File: src/rtl/debounce_pkg.sv
// Shared defaults for the per-bit debounce stage that follows the slice synchronizer.
package debounce_pkg;
    localparam int DEFAULT_STABLE_CYCLES = 10;
    localparam int DEFAULT_CNT_W         = 4;
endpackage

File: src/rtl/debounce_bit.sv
// One bit of debounce: stability counter, debounced level, registered edge pulses.
module debounce_bit #(
    parameter int   CNT_W         = 4,
    parameter int   STABLE_CYCLES = 10,
    parameter logic RESET_VAL     = 1'b0
) (
    input  logic clk,
    input  logic reset_n,
    input  logic en,
    input  logic d_sync,
    output logic q,
    output logic rise,
    output logic fall,
    output logic settling
);
    localparam logic [CNT_W-1:0] LAST = CNT_W'(STABLE_CYCLES - 1);

    logic [CNT_W-1:0] cnt_p0;
    logic             q_p0;
    logic             rise_p0;
    logic             fall_p0;

    // stage p0: count enabled cycles of disagreement, commit on the last one
    always_ff @(posedge clk or negedge reset_n) begin
        if (!reset_n) begin
            cnt_p0  <= '0;
            q_p0    <= RESET_VAL;
            rise_p0 <= 1'b0;
            fall_p0 <= 1'b0;
        end else begin
            rise_p0 <= 1'b0;
            fall_p0 <= 1'b0;
            if (en) begin
                if (d_sync == q_p0) begin
                    cnt_p0 <= '0;
                end else if (cnt_p0 == LAST) begin
                    cnt_p0  <= '0;
                    q_p0    <= d_sync;
                    rise_p0 <= d_sync;
                    fall_p0 <= ~d_sync;
                end else begin
                    cnt_p0 <= cnt_p0 + CNT_W'(1);
                end
            end
        end
    end

    assign q        = q_p0;
    assign rise     = rise_p0;
    assign fall     = fall_p0;
    assign settling = (cnt_p0 != '0);

endmodule

File: src/rtl/slice_debounce.sv
// Debounce and edge detect for every synchronizer slice; one independent debounce_bit per bit.
module slice_debounce
    import debounce_pkg::*;
#(
    parameter int   WIDTH         = 2,
    parameter int   CNT_W         = DEFAULT_CNT_W,
    parameter int   STABLE_CYCLES = DEFAULT_STABLE_CYCLES,
    parameter logic RESET_VAL     = 1'b0
) (
    input  logic             clk,
    input  logic             reset_n,
    input  logic             en,
    input  logic [WIDTH-1:0] d_sync,
    output logic [WIDTH-1:0] q,
    output logic [WIDTH-1:0] rise,
    output logic [WIDTH-1:0] fall,
    output logic [WIDTH-1:0] settling
);
    // The counter must be able to hold STABLE_CYCLES-1 without wrapping.
    if (STABLE_CYCLES < 1 || STABLE_CYCLES > (2 ** CNT_W) - 1) begin : g_bad_stable_cycles
        $error("slice_debounce: STABLE_CYCLES out of range for CNT_W");
    end

    for (genvar i = 0; i < WIDTH; i++) begin : g_slice
        debounce_bit #(
            .CNT_W        (CNT_W),
            .STABLE_CYCLES(STABLE_CYCLES),
            .RESET_VAL    (RESET_VAL)
        ) u_bit (
            .clk     (clk),
            .reset_n (reset_n),
            .en      (en),
            .d_sync  (d_sync[i]),
            .q       (q[i]),
            .rise    (rise[i]),
            .fall    (fall[i]),
            .settling(settling[i])
        );
    end

endmodule

File: config.mk
export PLATFORM = sky130hd
export DESIGN_NAME = slice_debounce
export DESIGN_NICKNAME = d
export VERILOG_FILES = /design/src/rtl/debounce_pkg.sv /design/src/rtl/debounce_bit.sv /design/src/rtl/slice_debounce.sv
export SDC_FILE = /design/constraint.sdc
export NUM_CORES = 1
export LEC_CHECK = 0
export ABC_AREA = 0
export BUFFER_PORTS_ARGS = -buffer_cell sky130_fd_sc_hd__buf_2
export CORE_AREA = 2 2 39 41
export CTS_BUF_LIST = sky130_fd_sc_hd__clkbuf_8
export CTS_CLUSTER_SIZE = 10
export DETAILED_ROUTE_END_ITERATION = 8
export DIE_AREA = 0 0 41 43
export PLACE_DENSITY_LB_ADDON = 0.2
export SETUP_SLACK_MARGIN = 0.15
export SLEW_MARGIN = 25
export SYNTH_ARGS = -nofsm -noshare
export SYNTH_HDL_FRONTEND = slang
export SYNTH_SLANG_ARGS = --single-unit
File: constraint.sdc
create_clock -name clk -period 3.1 [get_ports clk]
set_clock_uncertainty 0.2 [all_clocks]
set_input_delay 0.31 -clock clk [delete_from_list [all_inputs] [get_ports clk]]
set_output_delay 0.31 -clock clk [all_outputs]
set_load 0.005 [all_outputs]
# [After elaboration in Yosys (flattened, before gate mapping)]
# Cells that the tools add are included.
[classes] n_reduce_logical=4 bitwise=4 mux=16 addsub=2 eq_ne=4
[ops] cell="$mux W4" count=4
[ops] cell="$mux W1" count=12
[ops] cell="$add A4 B1 Y4 const B" count=2
[ops] cell="$eq A4 B4 Y1 const B" count=2
[ops] cell="$reduce_bool A4 Y1" count=2
[ops] cell="$reduce_and A3 Y1" count=2
[ops] cell="$not A1 Y1" count=4
[ops] cell="$eq A1 B1 Y1" count=2
[word_totals] register_bits=14 out_inout_bits=8 inputBits=5 word_cells=38

# [Depth between registers and ports, before layout]
[logic_depth] word_depth=4 mapped_depth=5 ltp_nobuf=5

# [By module]
# From an unflattened synthesis, not the netlist that was laid out.
[hier_totals] cells_unflattened=66 hier_area_um2=715.7
[by_module_without_submodules] mod="debounce_bit" seq_area_each_um2=175.2 cells_each=33 area_per_inst_um2=357.8 n_inst=2

# [Least setup slack after synthesis]
# OpenSTA, ideal clock, no wires.
[synth_timing] path_type="register -> register" start="reg g_slice[0].u_bit.cnt_p0[0]" end="reg g_slice[0].u_bit.q_p0" synth_period_minus_slack_ps=1380 path_stages_with_launch=4 t_arrival_ps=1055 setup_ps=125 t_required_ps=2775 setup_slack_ps=1720 n_path_buf=0 path_cell_list="dfrtp_1 > ha_1 > nand4_1 > mux2_2"
[synth_between] elab_chain_len=2
[synth_lines] element="from (decl)" line_no="debounce_bit.sv:18" source="logic [CNT_W-1:0] cnt_p0;"
[synth_lines] element="from (signal assigned)" line_no="debounce_bit.sv:42" source="cnt_p0 <= cnt_p0 + CNT_W'(1);"
[synth_lines] element="$eq A4 B4 Y1" line_no="debounce_bit.sv:36" source="end else if (cnt_p0 == LAST) begin"
[synth_lines] element="$reduce_and A3 Y1 (no source line)"
[synth_lines] element="to (signal assigned)" line_no="debounce_bit.sv:38" source="q_p0 <= d_sync;"
[synth_lines] element="to (decl)" line_no="debounce_bit.sv:19" source="logic q_p0;"
# Every way passes these cells.
# A chain may end at the register's enable or synchronous reset.

# [Worst setup path after layout]
[layout_timing] start="reg g_slice[1].u_bit.cnt_p0[0]" end="out settling[1]"
[layout_between] elab_chain_len=1
[layout_lines] element="from (decl)" line_no="debounce_bit.sv:18"
[layout_lines] element="from (signal assigned)" line_no="debounce_bit.sv:42"
[layout_lines] element="$reduce_bool A4 Y1" line_no="debounce_bit.sv:51" source="assign settling = (cnt_p0 != '0);"
[layout_lines] element="to (decl)" line_no="slice_debounce.sv:17" source="output logic [WIDTH-1:0] settling"
# Every way passes these cells.

==> flow_metrics.env <==
export IMPL_hold_path_class="in -> reg"
export IMPL_wirelength_mm=1.22
export IMPL_die_width_um=41
export IMPL_rsz0062_at_grt="false"
export IMPL_cp_required_ns=2.59
export IMPL_power_leakage_nw=0.428
export IMPL_final_max_slew_viol_count=0
export IMPL_nets=93
export IMPL_clk_latency_ns=0.24
export IMPL_crit_chain="inv_1, ha_1, nand3_1, buf_2"
export IMPL_critPathSlowestCell="dfrtp_1"
export IMPL_slew_headroom_pct=79.5
export IMPL_status="completed"
export IMPL_synth_edff_count=0
export IMPL_htreeDepth=1
export IMPL_placed_area_um2=783
export IMPL_initial_core_util_pct=55.5
export IMPL_yosys_warnings=0
export IMPL_ys_flop_type="dfrtp_1"
export IMPL_antenna_found_initial=0
export IMPL_fin_util_pct=61.3
export IMPL_clk_pin_slew_ns=0.06
export IMPL_layout_min_cycle_time_ns=1.61
export IMPL_grt_max_degree=15
export IMPL_tns_ns=0
export IMPL_path_buf_inv=2
export IMPL_final_area_um2=848
export IMPL_yosys_area_top_type_share_pct=45.6
export IMPL_rows=14
export IMPL_grt_pass1_wl_mm=1.95
export IMPL_ios=13
export IMPL_hold_viol_final=0
export IMPL_drive_above_1_share_pct=24.7
export IMPL_cts_tree="built"
export IMPL_worst_slew_pin_slew_ns=0.307
export IMPL_yosysTopAreaCell="dfrtp_1"
export IMPL_via_count=505
export IMPL_cp_end_kind="primary output"
export IMPL_synth_area_top_cells="dfrtp_1 (46%), ha_1 (9.8%), buf_4 (7.8%)"
export IMPL_n_fill_cell=124
export IMPL_postCtsSetupRepairBufs=0
export IMPL_clockBufferDepth=2
export IMPL_yosysUniqueCellTypes=16
export IMPL_ys_ff_latch=14
export IMPL_dp_hpwl_um=888
export IMPL_synth_fp_nets=84
export IMPL_min_delay_path_depth=2
export IMPL_synth_area_um2=768
export IMPL_numCtsBuffers=3
export IMPL_track_usage_pct=16.9
export IMPL_timing_rr_end="g_slice[1].u_bit.q"
export IMPL_antenna_cells=0
export IMPL_firstDrtPassIters=4
export IMPL_yosysMostFrequentCell="dfrtp_1"
export IMPL_vdd_drop_max_mv=0.381
export IMPL_r2r_start="g_slice[1].u_bit.cnt_p0[1]"
export IMPL_hold_worst_slack_ns=0.0732
export IMPL_worst_r2r_cell_count=4
export IMPL_drtIter0Drc=9
export IMPL_reg2reg_slack_ns=1.63
export IMPL_worstHoldStart="d_sync[0]"
export IMPL_syn_avg_cell_area_um2=10.5
export IMPL_cts_sinks=14
export IMPL_arrival_ns=1.10
export IMPL_synth_commonest_cells="dfrtp_1 (14), inv_1 (12), buf_4 (8)"
export IMPL_drv_cap=0
export IMPL_critPathMaxStageDelay_ns=0.41
export IMPL_timing_final_crit_share_pct=52.1
export IMPL_areaGrowthSynthToFinish_pct=10.4
export IMPL_cp_start_kind="flop"
export IMPL_setup_viol=0
export IMPL_fmaxAchievable_mhz=620
export IMPL_path_class="reg -> out"
export IMPL_ys_seq_area_share_pct=45.6
export IMPL_cp_max_fo=4
export IMPL_overflow=0
export IMPL_powerDensity_mw_per_mm2=591
export IMPL_viasPerCell=5.21
export IMPL_root_buffer="clkbuf_8"
export IMPL_wire_per_inst_um=12.5
export IMPL_ant_nets=0
export IMPL_synthesis_instances=73
export IMPL_holdPathEnd="g_slice[0].u_bit.fall"
export IMPL_die_area_mm2=0.00176
export IMPL_die_h_um=43
export IMPL_portBuffers=12
export IMPL_critical_path_top_delay_family="flip-flops"
export IMPL_grt_pass1_vias=482
export IMPL_async_reset_ff_share_pct=100
export IMPL_core_region_area_mm2=0.00138
export IMPL_drc=0
export IMPL_globalplace_congestion=0.761
[metrics by stage]
| stage | total power, mW | cells | setup WS [ns] |
|---|---|---|---|
| 6_report | 0.501 | 97 | 1.49 |
| 5_1_grt | 0.532 | 97 | 1.42 |
| 4_1_cts | 0.507 | 97 | 1.47 |
| 2_1_floorplan | 0.310 | 73 | 1.72 |
| 3_3_place_gp | 0.324 | 92 | 1.66 |
| 3_5_place_dp | 0.327 | 92 | 1.64 |
[logic make-up (layout without fill, tap and decap cells)]
kind of cell | after synthesis | count (layout) | share of synthesized area [%]
buffers and inverters | 21 | 29 | 14.3
flip-flops | 14 | 14 | 45.6
AND/OR/NAND/NOR | 14 | 14 | 10.1
multiplexers | 4 | 4 | 5.54
adder cells (fa/ha/maj) | 6 | 6 | 9.77
XOR/XNOR | 4 | 4 | 4.56
AO/OA/AOI/OAI | 10 | 10 | 10.1
[registers in the layout, summed over array words and instances, names as in the netlist]
register              cells
g_slice.u_bit.cnt_p0      8
g_slice.u_bit.fall        2
g_slice.u_bit.q           2
g_slice.u_bit.rise        2
[power breakdown]
group | total, mW | internal, mW | switching (mW)
Combinational | 0.104 | 0.0475 | 0.0566
Clock | 0.175 | 0.112 | 0.0624
Sequential | 0.222 | 0.202 | 0.0197
Total | 0.501 | 0.362 | 0.139
[routing by layer]
layer  vias up  part of all wire [%]  global-route usage (%)
li1        249                     -                       -
met1       237                    45                    20.0
met2        15                    47                    25.9
met3         4                   5.8                    4.71
met4         0                   1.9                    10.0
met5         -                     0                       0
[worst max-delay path by stage]
stage,cells past startpoint,end,from,slack [ns]
CTS,4,settling[0],g_slice[0].u_bit.cnt_p0[0],1.47
global route,4,settling[0],g_slice[0].u_bit.cnt_p0[0],1.42
finish,4,settling[1],g_slice[1].u_bit.cnt_p0[0],1.49
detailed placement,4,g_slice[0].u_bit.q,g_slice[0].u_bit.cnt_p0[1],1.64
global placement,3,g_slice[0].u_bit.q,g_slice[0].u_bit.cnt_p0[0],1.66
floorplan,3,g_slice[0].u_bit.q,g_slice[0].u_bit.cnt_p0[0],1.72
[placed cells by master, fill, tap and decap left out, drive strengths merged]
cell type,instances
o211ai,2
clkbuf,4
nand3,4
inv,12
mux2i,2
nor3b,4
a21boi,2
nand2,4
ha,6
mux2,2
o22ai,6
xnor2,2
dfrtp,14
xor2,2
buf,12
dlygate4sd3,1
nand4,2
[what timing repair did]
item                      in CTS  in global routing
hold endpoints to repair      14                  0
resized for setup              0                  0
hold buffers                   1                  0
[final cells by class]
| class | instances | area [um^2] | share of cell area, % |
|---|---|---|---|
| Clock buffer | 4 | 55.1 | 6.49 |
| Inverter | 12 | 45.0 | 5.31 |
| Multi-Input combinational cell | 38 | 308 | 36.3 |
| Sequential cell | 14 | 350 | 41.3 |
| Tap cell | 16 | 20.0 | 2.36 |
| Timing Repair Buffer | 13 | 70.1 | 8.26 |
(Power assumes the default switching activity.)
